### config.mk
export PLATFORM = sky130hd
export DESIGN_NAME = ring_monitor_flat
export DESIGN_NICKNAME = d
export VERILOG_FILES = /design/src/rtl/ring_pkg.sv /design/src/rtl/ring_monitor_if.sv /design/src/rtl/onehot_to_bin.sv /design/src/rtl/ring_monitor.sv /design/src/flat_wrapper.sv
export SDC_FILE = /design/constraint.sdc
export NUM_CORES = 1
export LEC_CHECK = 0
export CORE_UTILIZATION = 54
export DETAILED_ROUTE_END_ITERATION = 7
export GPL_TIMING_DRIVEN = 0
export PLACE_DENSITY = 0.95
export SETUP_SLACK_MARGIN = 0.2
export SLEW_MARGIN = 20
export SYNTH_ARGS = -nofsm -noshare
export SYNTH_HDL_FRONTEND = slang
export SYNTH_SLANG_ARGS = --single-unit
### constraint.sdc
create_clock -name clk -period 5.2 [get_ports clk]
set_input_delay 1.04 -clock clk [delete_from_list [all_inputs] [get_ports clk]]
set_output_delay 1.04 -clock clk [all_outputs]
set_load 0.05 [all_outputs]
### src/rtl/ring_pkg.sv
// Shared definitions for the one-hot ring counter and its receive-side monitor.
package ring_pkg;

    localparam int RING_WIDTH = 4;

    typedef enum logic {
        SEARCH = 1'b0,
        LOCKED = 1'b1
    } ring_state_e;

endpackage

### src/rtl/ring_monitor_if.sv
// Sample/status bundle between a ring pattern source and ring_monitor.
interface ring_monitor_if #(
    parameter int WIDTH = ring_pkg::RING_WIDTH,
    parameter int REV_W = 8,
    parameter int ERR_W = 8
);
    localparam int POS_W = $clog2(WIDTH);

    logic             en;
    logic [WIDTH-1:0] ring_in;
    logic [POS_W-1:0] pos;
    logic             pos_valid;
    logic             locked;
    logic             err;
    logic             wrap;
    logic [ERR_W-1:0] err_count;
    logic [REV_W-1:0] rev_count;

    modport master (
        output en, ring_in,
        input  pos, pos_valid, locked, err, wrap, err_count, rev_count
    );

    modport slave (
        input  en, ring_in,
        output pos, pos_valid, locked, err, wrap, err_count, rev_count
    );
endinterface

### src/rtl/onehot_to_bin.sv
// Combinational one-hot to binary encoder with an exactly-one-bit-set flag.
module onehot_to_bin #(
    parameter int WIDTH = 4,
    parameter int IDX_W = $clog2(WIDTH)
) (
    input  logic [WIDTH-1:0] i_vec,
    output logic [IDX_W-1:0] o_idx,
    output logic             o_valid
);

    // NOTE: o_idx gets a default before the loop so no path leaves it unassigned (no latch).
    always_comb begin
        o_idx = '0;
        for (int i = 0; i < WIDTH; i++) begin
            if (i_vec[i]) o_idx = o_idx | IDX_W'(i);
        end
    end

    assign o_valid = $onehot(i_vec);

endmodule

### src/rtl/ring_monitor.sv
// Checks that each enabled sample is the one-step left rotation of the previous one,
// locks after LOCK_CNT good steps, and reports step errors and full revolutions.
module ring_monitor
    import ring_pkg::*;
#(
    parameter int WIDTH    = RING_WIDTH,
    parameter int LOCK_CNT = 2,
    parameter int REV_W    = 8,
    parameter int ERR_W    = 8
) (
    input logic           clk,
    input logic           reset,
    ring_monitor_if.slave bus
);
    localparam int POS_W  = $clog2(WIDTH);
    localparam int GOOD_W = $clog2(LOCK_CNT + 1);

    ring_state_e       r_state;
    logic [GOOD_W-1:0] r_good_cnt;
    logic [WIDTH-1:0]  r_prev;
    logic              r_prev_valid;
    logic [POS_W-1:0]  r_pos;
    logic              r_pos_valid;
    logic              r_err;
    logic              r_wrap;
    logic [ERR_W-1:0]  r_err_count;
    logic [REV_W-1:0]  r_rev_count;

    logic [POS_W-1:0]  w_idx;
    logic              w_onehot;
    logic [WIDTH-1:0]  w_rotl;
    logic              w_step_ok;

    onehot_to_bin #(.WIDTH(WIDTH), .IDX_W(POS_W)) u_enc (
        .i_vec   (bus.ring_in),
        .o_idx   (w_idx),
        .o_valid (w_onehot)
    );

    assign w_rotl    = {r_prev[WIDTH-2:0], r_prev[WIDTH-1]};
    assign w_step_ok = w_onehot && r_prev_valid && (bus.ring_in == w_rotl);

    // NOTE: all state updates use non-blocking assignments so every register sees pre-edge values.
    always_ff @(posedge clk) begin
        if (reset) begin
            r_state      <= SEARCH;
            r_good_cnt   <= '0;
            r_prev       <= '0;
            r_prev_valid <= 1'b0;
            r_pos        <= '0;
            r_pos_valid  <= 1'b0;
            r_err        <= 1'b0;
            r_wrap       <= 1'b0;
            r_err_count  <= '0;
            r_rev_count  <= '0;
        end else begin
            r_err  <= 1'b0;
            r_wrap <= 1'b0;
            if (bus.en) begin
                if (w_onehot) r_pos <= w_idx;
                r_pos_valid  <= w_onehot;
                r_prev       <= bus.ring_in;
                r_prev_valid <= w_onehot;
                case (r_state)
                    SEARCH: begin
                        if (!w_step_ok) begin
                            r_good_cnt <= '0;
                        end else if (r_good_cnt == GOOD_W'(LOCK_CNT - 1)) begin
                            r_state    <= LOCKED;
                            r_good_cnt <= '0;
                        end else begin
                            r_good_cnt <= r_good_cnt + 1'b1;
                        end
                    end
                    LOCKED: begin
                        if (w_step_ok) begin
                            // A good step landing on bit 0 can only have come from bit WIDTH-1.
                            if (w_idx == '0) begin
                                r_wrap      <= 1'b1;
                                r_rev_count <= r_rev_count + 1'b1;
                            end
                        end else begin
                            r_err      <= 1'b1;
                            r_state    <= SEARCH;
                            r_good_cnt <= '0;
                            if (r_err_count != '1) r_err_count <= r_err_count + 1'b1;
                        end
                    end
                    default: r_state <= SEARCH;
                endcase
            end
        end
    end

    assign bus.pos       = r_pos;
    assign bus.pos_valid = r_pos_valid;
    assign bus.locked    = (r_state == LOCKED);
    assign bus.err       = r_err;
    assign bus.wrap      = r_wrap;
    assign bus.err_count = r_err_count;
    assign bus.rev_count = r_rev_count;

endmodule

### src/flat_wrapper.sv
// flat-port wrapper written by rule: the top's interface ports become plain ports
module ring_monitor_flat import ring_pkg::*;
#(
    parameter int WIDTH    = RING_WIDTH,
    parameter int LOCK_CNT = 2,
    parameter int REV_W    = 8,
    parameter int ERR_W    = 8
)
  (clk, reset, bus_en, bus_ring_in, bus_pos, bus_pos_valid, bus_locked, bus_err, bus_wrap, bus_err_count, bus_rev_count);
  ring_monitor_if #(.WIDTH(WIDTH), .REV_W(REV_W), .ERR_W(ERR_W)) bus_i ();
  input logic clk;
  input logic reset;
  input wire logic [$bits(bus_i.en)-1:0] bus_en;
  input wire logic [$bits(bus_i.ring_in)-1:0] bus_ring_in;
  output wire logic [$bits(bus_i.pos)-1:0] bus_pos;
  output wire logic [$bits(bus_i.pos_valid)-1:0] bus_pos_valid;
  output wire logic [$bits(bus_i.locked)-1:0] bus_locked;
  output wire logic [$bits(bus_i.err)-1:0] bus_err;
  output wire logic [$bits(bus_i.wrap)-1:0] bus_wrap;
  output wire logic [$bits(bus_i.err_count)-1:0] bus_err_count;
  output wire logic [$bits(bus_i.rev_count)-1:0] bus_rev_count;
  assign bus_i.en = bus_en;
  assign bus_i.ring_in = bus_ring_in;
  assign bus_pos = bus_i.pos;
  assign bus_pos_valid = bus_i.pos_valid;
  assign bus_locked = bus_i.locked;
  assign bus_err = bus_i.err;
  assign bus_wrap = bus_i.wrap;
  assign bus_err_count = bus_i.err_count;
  assign bus_rev_count = bus_i.rev_count;
  ring_monitor #(.WIDTH(WIDTH), .LOCK_CNT(LOCK_CNT), .REV_W(REV_W), .ERR_W(ERR_W)) u_core (.clk(clk), .reset(reset), .bus(bus_i));
endmodule
==> flow_summary.ini <==
[clock_tree]
post_cts_buffers = 0
cts_root_buf = clkbuf_4
clk_latency_ps = 330
cts_hold_buf = 0
clk_pin_slew_worst_paths_ps = 150
max-clock-path-buffers = 2
cts.repair.resized = 0
clock_sinks = 28
cts_tree = done
cts_inserted_buffers = 3
cts_max_level = 1

[detailed_routing]
drc_errors = 0
drt-initial-drc-count = 26
viasPerCell = 5.70
drt-total-wl_mm = 3.06
ant_nets = 0
wl_per_cell_um = 14.0
num_vias = 1249
firstDrtPassIters = 4

[synthesis]
yosysUniqueCellTypes = 38
synth_ff_type = dfxtp_1
ys_seq_area_frac = 0.400
yosys_warnings = 0
syn_nets = 169
syn-cell-area_um2 = 1400
synth_enable_flop_cells = 0
synth_area_per_cell_um2 = 8.93
async_flop_share = 0
syn_inst = 157
synth-seq-cells = 28

[sta]
hold_violations = 0
finalSetupTns_ps = 0
grt_setup_unrepaired = false
fmax_mhz = 260
whs_ps = 468
fin_worst_skew_ps = 3.83
slew_viol_final = 0
min_period_over_period = 0.741
setup_violations = 0
worst_pin_slew_ps = 553
post-route-min-period_ps = 3850
relSlewSlack = 0.631
worst_slack_ps = 1350

[job]
drv_cap = 0

[die]
die_y_um = 53.0
die_x_um = 53.0
row_count = 18
io_pins = 29
dieArea_um2 = 2810
core_area_um2 = 2450
initial_utilization = 0.571

[layout]
finish.instance_area_um2 = 1760
fin_cells = 219
num-nets-final = 202
drive_gt1_frac = 0.0847
syn_to_final_growth_pct = 25.2
diodes = 0

[global_routing]
antenna_found_initial = 0
grt_max_degree = 16
grt_pass1_wl_mm = 4.93
grt_pass1_vias = 1177
overflow = 0
grt_usage = 0.240

[worst_setup_path]
crit_arrival_ps = 4100
crit_family = simple AND/OR/NAND/NOR gates
crit_chain = clkdlybuf4s50_1 > inv_1 > fa_1 > inv_1 > ha_1 > ha_1 > nor3b_2 > nand4_4 > nor3_4 > buf_6 > nor4_1 > o21ba_2
cp_num_buf_inv = 4
crit_type = primary input to flop
crit_fanout = 10
cp-start-kind = primary input
cp_slowest_cell = clkdlybuf4s50_1
worstPathRequired_ps = 5450
slowest_delay_ps = 560
rrSetupSlack_ps = 3320
end_kind = flop

[place]
placed_cells = 215
dp_hpwl_mm = 2.22
port_buffers = 28
preCtsSetupSlack_ps = 1010
place_congestion = 0.826
dpl_cell_area_um2 = 1720

[pwr]
p_leak_nw = 0.593
power_density_nw_per_um2 = 215
ir_drop_uv = 175

[min_path]
hp-class = flop to flop

[run_status]
status = finished, final reports clean
synth_stat cells (2+ instances only):
master	count	share of area
nor2_1	21	0.056
nand2b_1	4	0.018
a31oi_1	2	0.0089
a21oi_1	5	0.018
nor4_1	7	0.031
o31ai_1	2	0.011
mux2_2	2	0.016
xor2_1	2	0.012
nor3_1	7	0.025
and4_1	2	0.012
clkbuf_1	2	0.0054
or4_1	3	0.016
nand3_1	8	0.029
ha_1	4	0.036
o21ai_0	2	0.0071
xnor2_1	9	0.056
buf_1	3	0.0080
mux2i_1	5	0.036
nand2_1	7	0.019
nor2b_1	2	0.0089
a211oi_2	2	0.018
inv_1	11	0.029
dfxtp_1	28	0.40
nand4_1	3	0.013
cells in the final DEF, fill, tap and decap left out, types with 5 or more instances in the layout:
cell type | netlist | final
clkdlybuf4s50_1 | 0 | 28
dfxtp_1 | 28 | 28
nor2_1 | 21 | 21
inv_1 | 11 | 11
xnor2_1 | 9 | 9
nand3_1 | 8 | 8
nand2_1 | 7 | 7
nor4_1 | 7 | 7
nor3_1 | 7 | 7
a21oi_1 | 5 | 5
mux2i_1 | 5 | 5
registers in the layout, summed over array words and instances (netlist names):
name / cells
u_core.bus.pos: 2
u_core.bus.pos_valid: 1
u_core.bus.rev_count: 8
u_core.bus.wrap: 1
u_core.bus.locked: 1
u_core.r_prev: 4
u_core.r_good_cnt: 2
u_core.bus.err: 1
u_core.bus.err_count: 8
path summary, 6_finish.rpt:
path                                start                       to  cells after the start
setup / recovery           bus_ring_in[1]  u_core.bus.err_count[4]                     12
hold / removal       u_core.r_good_cnt[1]     u_core.r_good_cnt[1]                      2
setup reg to reg  u_core.bus.err_count[0]  u_core.bus.err_count[5]                      6
hold reg to reg      u_core.r_good_cnt[1]     u_core.r_good_cnt[1]                      2
report_power, final:
group          total [mW]  switching, mW  internal (mW)
sequential          0.222        0.00348          0.219
clock               0.107         0.0640         0.0429
combinational      0.0487         0.0298         0.0190
routing by layer:
layer | global-route usage | routed length (um)
met5 | 0 | 0
met4 | 0.0833 | 21
met3 | 0.0374 | 104
met2 | 0.454 | 1610
met1 | 0.267 | 1330
worst register-to-register path, stage by stage (launching register included):
cell and delay [ps]:
dfxtp_1 380, ha_1 240, nand3_1 120, nor2_1 120
or3_1 410, or3_2 420, a21oi_1 150
final cells by class:
type	instances	area (um^2)
inverters	11	41.3
flip-flops and latches	28	561
fillers	192	698
multi-input cells	112	771
clock buffers	4	36.3
well taps	30	37.5
plain buffers	6	30.0
repair buffers	28	280
logic make-up after synthesis:
logic type,after synthesis,share of synthesized area
simple gates,71,0.285
fa+ha+maj,5,0.0500
buf+inv,17,0.0508
flops,28,0.400
xor+xnor,11,0.0687
mux,7,0.0517
compound gates,18,0.0946
per-stage QoR:
stage | util | total power [mW]
global placement | 0.701 | 0.272
global route | 0.716 | 0.392
finish | 0.716 | 0.378
CTS | 0.716 | 0.379
floorplan | - | 0.258
detailed placement | 0.701 | 0.275
(Power assumes the default switching activity.)
==> edit 1: new RTL, same settings <==
Reset style: asynchronous (`reset`), changed in one clocked block.
--- a/src/rtl/ring_monitor.sv
+++ b/src/rtl/ring_monitor.sv
@@ -41,7 +41,7 @@
     assign w_step_ok = w_onehot && r_prev_valid && (bus.ring_in == w_rotl);
 
     // NOTE: all state updates use non-blocking assignments so every register sees pre-edge values.
-    always_ff @(posedge clk) begin
+    always_ff @(posedge clk or posedge reset) begin
         if (reset) begin
             r_state      <= SEARCH;
             r_good_cnt   <= '0;
Behaviour: differs if reset is asserted again (counterexample within 4 cycles, from zero or initial values and one cycle with reset high); with reset held inactive, the same outputs for 10 cycles.
==> edit 1 against the unedited design <==
- via count shrank 22%
- design area shrank 5.8%
- synthesized cell count shrank 28%
- sequential cell count is the same
- wire length shrank 14%
- area after synthesis shrank 6.3%
- sequential share of layout area grew 10 points
- worst setup slack gained 0.14 ns
- critical endpoint is now u_core.bus.rev_count[1]
Power is not compared: it rests on default switching activity, and its combinational part moved more than twofold at a synthesized area within 25%.
==> edit 1: results (changes against the unedited design) <==
Outcome
  • Status: finished clean

Synthesis
  • Xor and xnor area share after synthesis: 10.7% (+3.8 points)
  • Synth top area cells: dfrtp_1 (53%), xnor2_1 (9.3%), mux2_2 (6.0%)
  • Synth cell types: 31 (-18%)
  • Syn Nets: 125 (-26%)
  • FFs w/ async S/R, synth: 100% (+100 points)
  • Post-synthesis mux area share: 6.86% (+1.7 points)
  • Compound-Gate Fraction of Synth Area: 5.14% (-4.3 points)
  • Top cells by count, synth: dfrtp_1 (28), xnor2_1 (14), inv_1 (8), nand2_1 (8)
  • Post-synthesis adder-cell area fraction: 5.33% (+0.34 points)
  • Seq/Total Area, Yosys: 53.3% (+13 points)

Setup path
  • Setup slack, reg-to-reg: 3.37 ns (+0.05 ns)
  • Top Family by Delay on Critical Path: adder cells
  • Largest stage delay, worst path: around 0.57 ns
  • Worst setup endpoint: u_core.bus.rev_count[1]
  • Critical path startpoint: bus_ring_in[3]
  • Worst r2r path cells: 4 (-2)
  • Worst EP arrival: 3.95 ns (-0.15 ns)
  • Reg-to-reg startpoint: u_core.r_prev[1]
  • Crit Path Max Fanout: 9 (-1)

Clock network
  • CTS Root Buffer Type: clkbuf_4
  • Gates resized, CTS repair: 0 (unchanged)
  • Clk_lat worst skew: 0.33 ns (about the same)
  • Clk buf depth: 2 (unchanged)
  • Htree depth: 1 (unchanged)
  • CTS clk-pin slew, worst paths: 0.15 ns (about the same)

GRT
  • Largest net degree at the start of global routing: 29 (+13)
  • First-pass GRT wire length: 4330 µm (-12%)
  • Vias in the first global route: 1002 (-15%)
  • Antenna violations before repair: 0 (unchanged)
  • Total GRT Usage: 22.5% (-1.5 points)

Detailed routing
  • Iteration-0 DRC count of the detailed router: 8 (-69%)
  • Wire length per cell: 15.3 µm (+9.3%)
  • Vias: 977 (-22%)
  • Router iterations before antenna repair: 4 (unchanged)

Placed design
  • Post-Place Setup Slack: 1.12 ns (+0.113 ns)
  • Placer congestion estimate: 0.738 (-11%)
  • HPWL after DPL: 1980 µm (-11%)
  • PortBufs: 27 (-3.6%)

Cells and area
  • Share of layout cells above drive strength 1: 11.8% (+3.3 points)
  • Final net count: 157 (-22%)
  • Fillers: 170 (-11%)

STA
  • Skew final: 0.00940 ns (+0.00558 ns)
  • Max_slew headroom: 59.2% (-4.0 points)

Job
  • Max_cap viols: 0 (unchanged)
==> edit 1: changes by cell type in the layout (fill, tap and decap cells not counted), moves of 4 or more <==
cell | unedited run | this run
nor2_1 | 21 | 5
inv_1 | 11 | 7
dfxtp_1 | 28 | 0
and3_1 | 0 | 4
mux2_2 | 2 | 7
nor3_1 | 7 | 2
nand3_1 | 8 | 2
mux2i_1 | 5 | 0
nor4_1 | 7 | 1
nand4_1 | 3 | 7
dfrtp_1 | 0 | 28
xnor2_1 | 9 | 14
==> edit 1: per-stage QoR <==
| step | util, % | instance area, µm² | hold WS, ns | total power (W) | std cells |
|---|---|---|---|---|---|
| 6_report | 73.4 | 1660 | 0.480 | 0.000452 | 172 |
| 5_1_grt | 73.4 | 1660 | 0.506 | 0.000469 | 172 |
| 4_1_cts | 73.4 | 1660 | 0.485 | 0.000456 | 172 |
| 3_5_place_dp | 71.8 | 1620 | 0.462 | 0.000350 | 168 |
| 3_3_place_gp | 71.8 | 1620 | 0.462 | 0.000345 | 168 |
| 2_1_floorplan | - | 1310 | 0.502 | 0.000314 | 113 |
==> edit 1: power by group through the flow <==
stage                     sequential [W]  combinational (W)  clock, W
after global placement          0.000245          0.0000995         0
final                           0.000242           0.000103  0.000107
after floorplan                 0.000282          0.0000322         0
after detailed placement        0.000246           0.000103         0
after global routing            0.000244           0.000110  0.000115
after CTS                       0.000242           0.000104  0.000110
==> edit 1: worst reg2reg max path: stages, from the launching register on <==
cell	delay, ns
dfrtp_1	0.42
xnor2_1	0.21
nand4_2	0.17
nor3_2	0.54
mux2_2	0.40
==> edit 1: how the worst min path moves through the flow <==
stage | start | endpoint | slack [ns] | cells after the start
6_report | u_core.bus.rev_count[7] | u_core.bus.rev_count[7] | 0.48 | 1
5_1_grt | u_core.bus.rev_count[7] | u_core.bus.rev_count[7] | 0.51 | 1
4_1_cts | u_core.bus.rev_count[7] | u_core.bus.rev_count[7] | 0.49 | 1
3_5_place_dp | u_core.bus.rev_count[7] | u_core.bus.rev_count[7] | 0.46 | 1
3_3_place_gp | u_core.bus.rev_count[7] | u_core.bus.rev_count[7] | 0.46 | 1
2_1_floorplan | u_core.r_prev[0] | u_core.r_prev[0] | 0.50 | 1
==> edit 1: cell type report <==
class	instances	share of cell area (%)
clock buffer	4	2.19
buffer	1	0.227
timing repair buffer	27	16.3
multi-input combinational	76	35.0
sequential	28	42.3
inverter	8	1.81
tap	28	2.12
==> edit 1: layer usage <==
metal | routed length (µm) | up-vias | global-route usage [%]
met1 | 1090 | 499 | 27.7
met3 | 133 | 0 | 3.87
met4 | 0 | 0 | 7.66
li1 | - | 449 | -
met5 | 0 | - | 0
met2 | 1410 | 29 | 39.9
==> edit 2: new RTL, same flow settings <==
Without the edit above. `REV_W` is set to 8 in 3 places; all go to 7.
--- a/src/rtl/ring_monitor_if.sv
+++ b/src/rtl/ring_monitor_if.sv
@@ -1,7 +1,7 @@
 // Sample/status bundle between a ring pattern source and ring_monitor.
 interface ring_monitor_if #(
     parameter int WIDTH = ring_pkg::RING_WIDTH,
-    parameter int REV_W = 8,
+    parameter int REV_W = 7,
     parameter int ERR_W = 8
 );
     localparam int POS_W = $clog2(WIDTH);
--- a/src/rtl/ring_monitor.sv
+++ b/src/rtl/ring_monitor.sv
@@ -5,7 +5,7 @@
 #(
     parameter int WIDTH    = RING_WIDTH,
     parameter int LOCK_CNT = 2,
-    parameter int REV_W    = 8,
+    parameter int REV_W    = 7,
     parameter int ERR_W    = 8
 ) (
     input logic           clk,
--- a/src/flat_wrapper.sv
+++ b/src/flat_wrapper.sv
@@ -3,7 +3,7 @@
 #(
     parameter int WIDTH    = RING_WIDTH,
     parameter int LOCK_CNT = 2,
-    parameter int REV_W    = 8,
+    parameter int REV_W    = 7,
     parameter int ERR_W    = 8
 )
   (clk, reset, bus_en, bus_ring_in, bus_pos, bus_pos_valid, bus_locked, bus_err, bus_wrap, bus_err_count, bus_rev_count);
Ports: changed (resized bus_rev_count); port bits go from 29 to 28. No check against the original RTL was run, so the function may have changed too.
==> edit 2 against the unedited design <==
- area after synthesis is 5.8% lower
- global-route usage is 0.86 points lower
- sequential cell count is 1 lower
- non-clock buffer count is 4 lower
- design area is 7.0% lower
- worst setup slack better by 0.10 ns
- die area is 5.6% lower
- wire length is 11% lower
- power is 4.8% lower
- critical path depth stayed put
==> edit 2: results (changes against the unedited design) <==
Outcome
  • Status: finished clean

STA
  • Skew final: 0.00354 ns (-0.000283 ns)
  • Max_slew headroom: 65.9% (+2.8 points)

Synthesis
  • Ys flop type: dfxtp_1
  • Synthesis warning total: 0 (unchanged)
  • Synth top area cells: dfxtp_1 (41%), nor2_1 (7.4%), xnor2_1 (6.6%)
  • Xor and xnor area share after synthesis: 6.63% (-0.24 points)
  • Top cells by count, synth: dfxtp_1 (27), nor2_1 (26), nand2_1 (10), xnor2_1 (10), inv_1 (9)
  • Post-synthesis adder-cell area fraction: 5.30% (+0.31 points)
  • Post-synthesis mux area share: 8.33% (+3.2 points)
  • FFs w/ async S/R, synth: 0% (unchanged)
  • Synth cell types: 34 (-11%)
  • Seq/Total Area, Yosys: 40.9% (+0.94 points)
  • Compound-Gate Fraction of Synth Area: 8.81% (-0.65 points)
  • Syn Nets: 158 (-6.5%)

Setup path
  • Top Family by Delay on Critical Path: adder cells
  • Worst r2r path cells: 6 (unchanged)
  • Largest stage delay, worst path: around 0.55 ns
  • Crit Path Max Fanout: 10 (unchanged)
  • Worst EP arrival: 4.00 ns (-0.10 ns)
  • Reg-to-reg startpoint: u_core.bus.err_count[0]
  • Setup slack, reg-to-reg: 3.38 ns (+0.06 ns)
  • Reg-to-reg endpoint: u_core.bus.err_count[7]

GRT
  • Largest net degree at the start of global routing: 16 (unchanged)
  • First-pass GRT wire length: 4600 µm (-6.7%)
  • Total GRT Usage: 23.2% (-0.86 points)
  • Antenna violations before repair: 0 (unchanged)
  • Vias in the first global route: 1086 (-7.7%)

Pwr
  • Clock Power Share: 26.4% (-1.9 points)
  • Worst IR drop on VDD: 0.182 mV (+3.6%)
  • Leak Pwr: 0.592 nW (-0.19%)
  • Cell Int Power: 0.000260 W (-7.3%)
  • Sequential Power Share: 59.8% (+1.0 points)

Clock network
  • Htree depth: 1 (unchanged)
  • CTS clk-pin slew, worst paths: 0.15 ns (about the same)
  • Post-CTS setup buffer count: 0 (unchanged)
  • Clk_lat worst skew: 0.33 ns (about the same)
  • Clk buf depth: 2 (unchanged)
  • CTS Root Buffer Type: clkbuf_4
  • CTS buffer count: 3 (unchanged)

Cells and area
  • Final net count: 188 (-6.9%)
  • Largest register FFs: 8
  • Diodes inserted: 0 (unchanged)
  • Share of layout cells above drive strength 1: 10.3% (+1.8 points)

Detailed routing
  • Wire length per cell: 13.4 µm (-4.1%)
  • Avg Vias per Cell: 5.65 (-1.0%)
  • Router iterations before antenna repair: 4 (unchanged)
  • Iteration-0 DRC count of the detailed router: 27 (+3.8%)

Worst hold path
  • Worst hold endpoint: u_core.r_good_cnt[1]
  • Min-delay src: u_core.r_good_cnt[1]
  • Hold Path Stages: 2 (unchanged)
  • HP Class: flop to flop

Placed design
  • Placer congestion estimate: 0.802 (-2.9%)
  • PortBufs: 25 (-11%)
  • HPWL after DPL: 2090 µm (-5.7%)
  • DP Area: 1610 µm² (-6.6%)

Floorplan
  • Die area: 2650 µm² (-5.6%)
==> edit 2: worst max-delay path by stage <==
| stage | start | endpoint | slack, ns | cells past startpoint |
|---|---|---|---|---|
| after floorplan | bus_ring_in[0] | u_core.bus.err_count[0] | 1.84 | 11 |
| after global placement | bus_ring_in[0] | u_core.bus.err_count[0] | 1.19 | 12 |
| after detailed placement | bus_ring_in[1] | u_core.bus.err_count[0] | 1.08 | 12 |
| after CTS | bus_ring_in[1] | u_core.bus.err_count[0] | 1.43 | 12 |
| after global routing | bus_ring_in[1] | u_core.bus.err_count[0] | 1.31 | 12 |
| final | bus_ring_in[1] | u_core.bus.err_count[0] | 1.45 | 12 |
==> edit 2: layout make-up <==
class                   count  area (µm²)
clock buffers               3        22.5
well taps                  28        35.0
flip-flops and latches     27         541
plain buffers               5        27.5
inverters                   9        33.8
repair buffers             25         250
clock inverters             1        5.00
fillers                   175         621
multi-input cells         105         719
==> edit 2: per-layer routing <==
metal  track usage, %  vias up  share of wire, %
li1                 -      562                 -
met1             27.2      537                44
met2             42.4       40                51
met3             2.98        7               3.7
met4             8.11        0               1.5
met5                0        -                 0
==> edit 2: per-stage QoR <==
step / util, % / hold slack (ns) / total power (W) / worst slack, ns / instances
2_1_floorplan: - / 0.429 / 0.000254 / 1.84 / 146
3_3_place_gp: 71.3 / 0.436 / 0.000267 / 1.19 / 199
3_5_place_dp: 71.3 / 0.448 / 0.000270 / 1.08 / 199
4_1_cts: 72.5 / 0.468 / 0.000359 / 1.43 / 203
5_1_grt: 72.5 / 0.530 / 0.000373 / 1.31 / 203
6_report: 72.5 / 0.467 / 0.000360 / 1.45 / 203
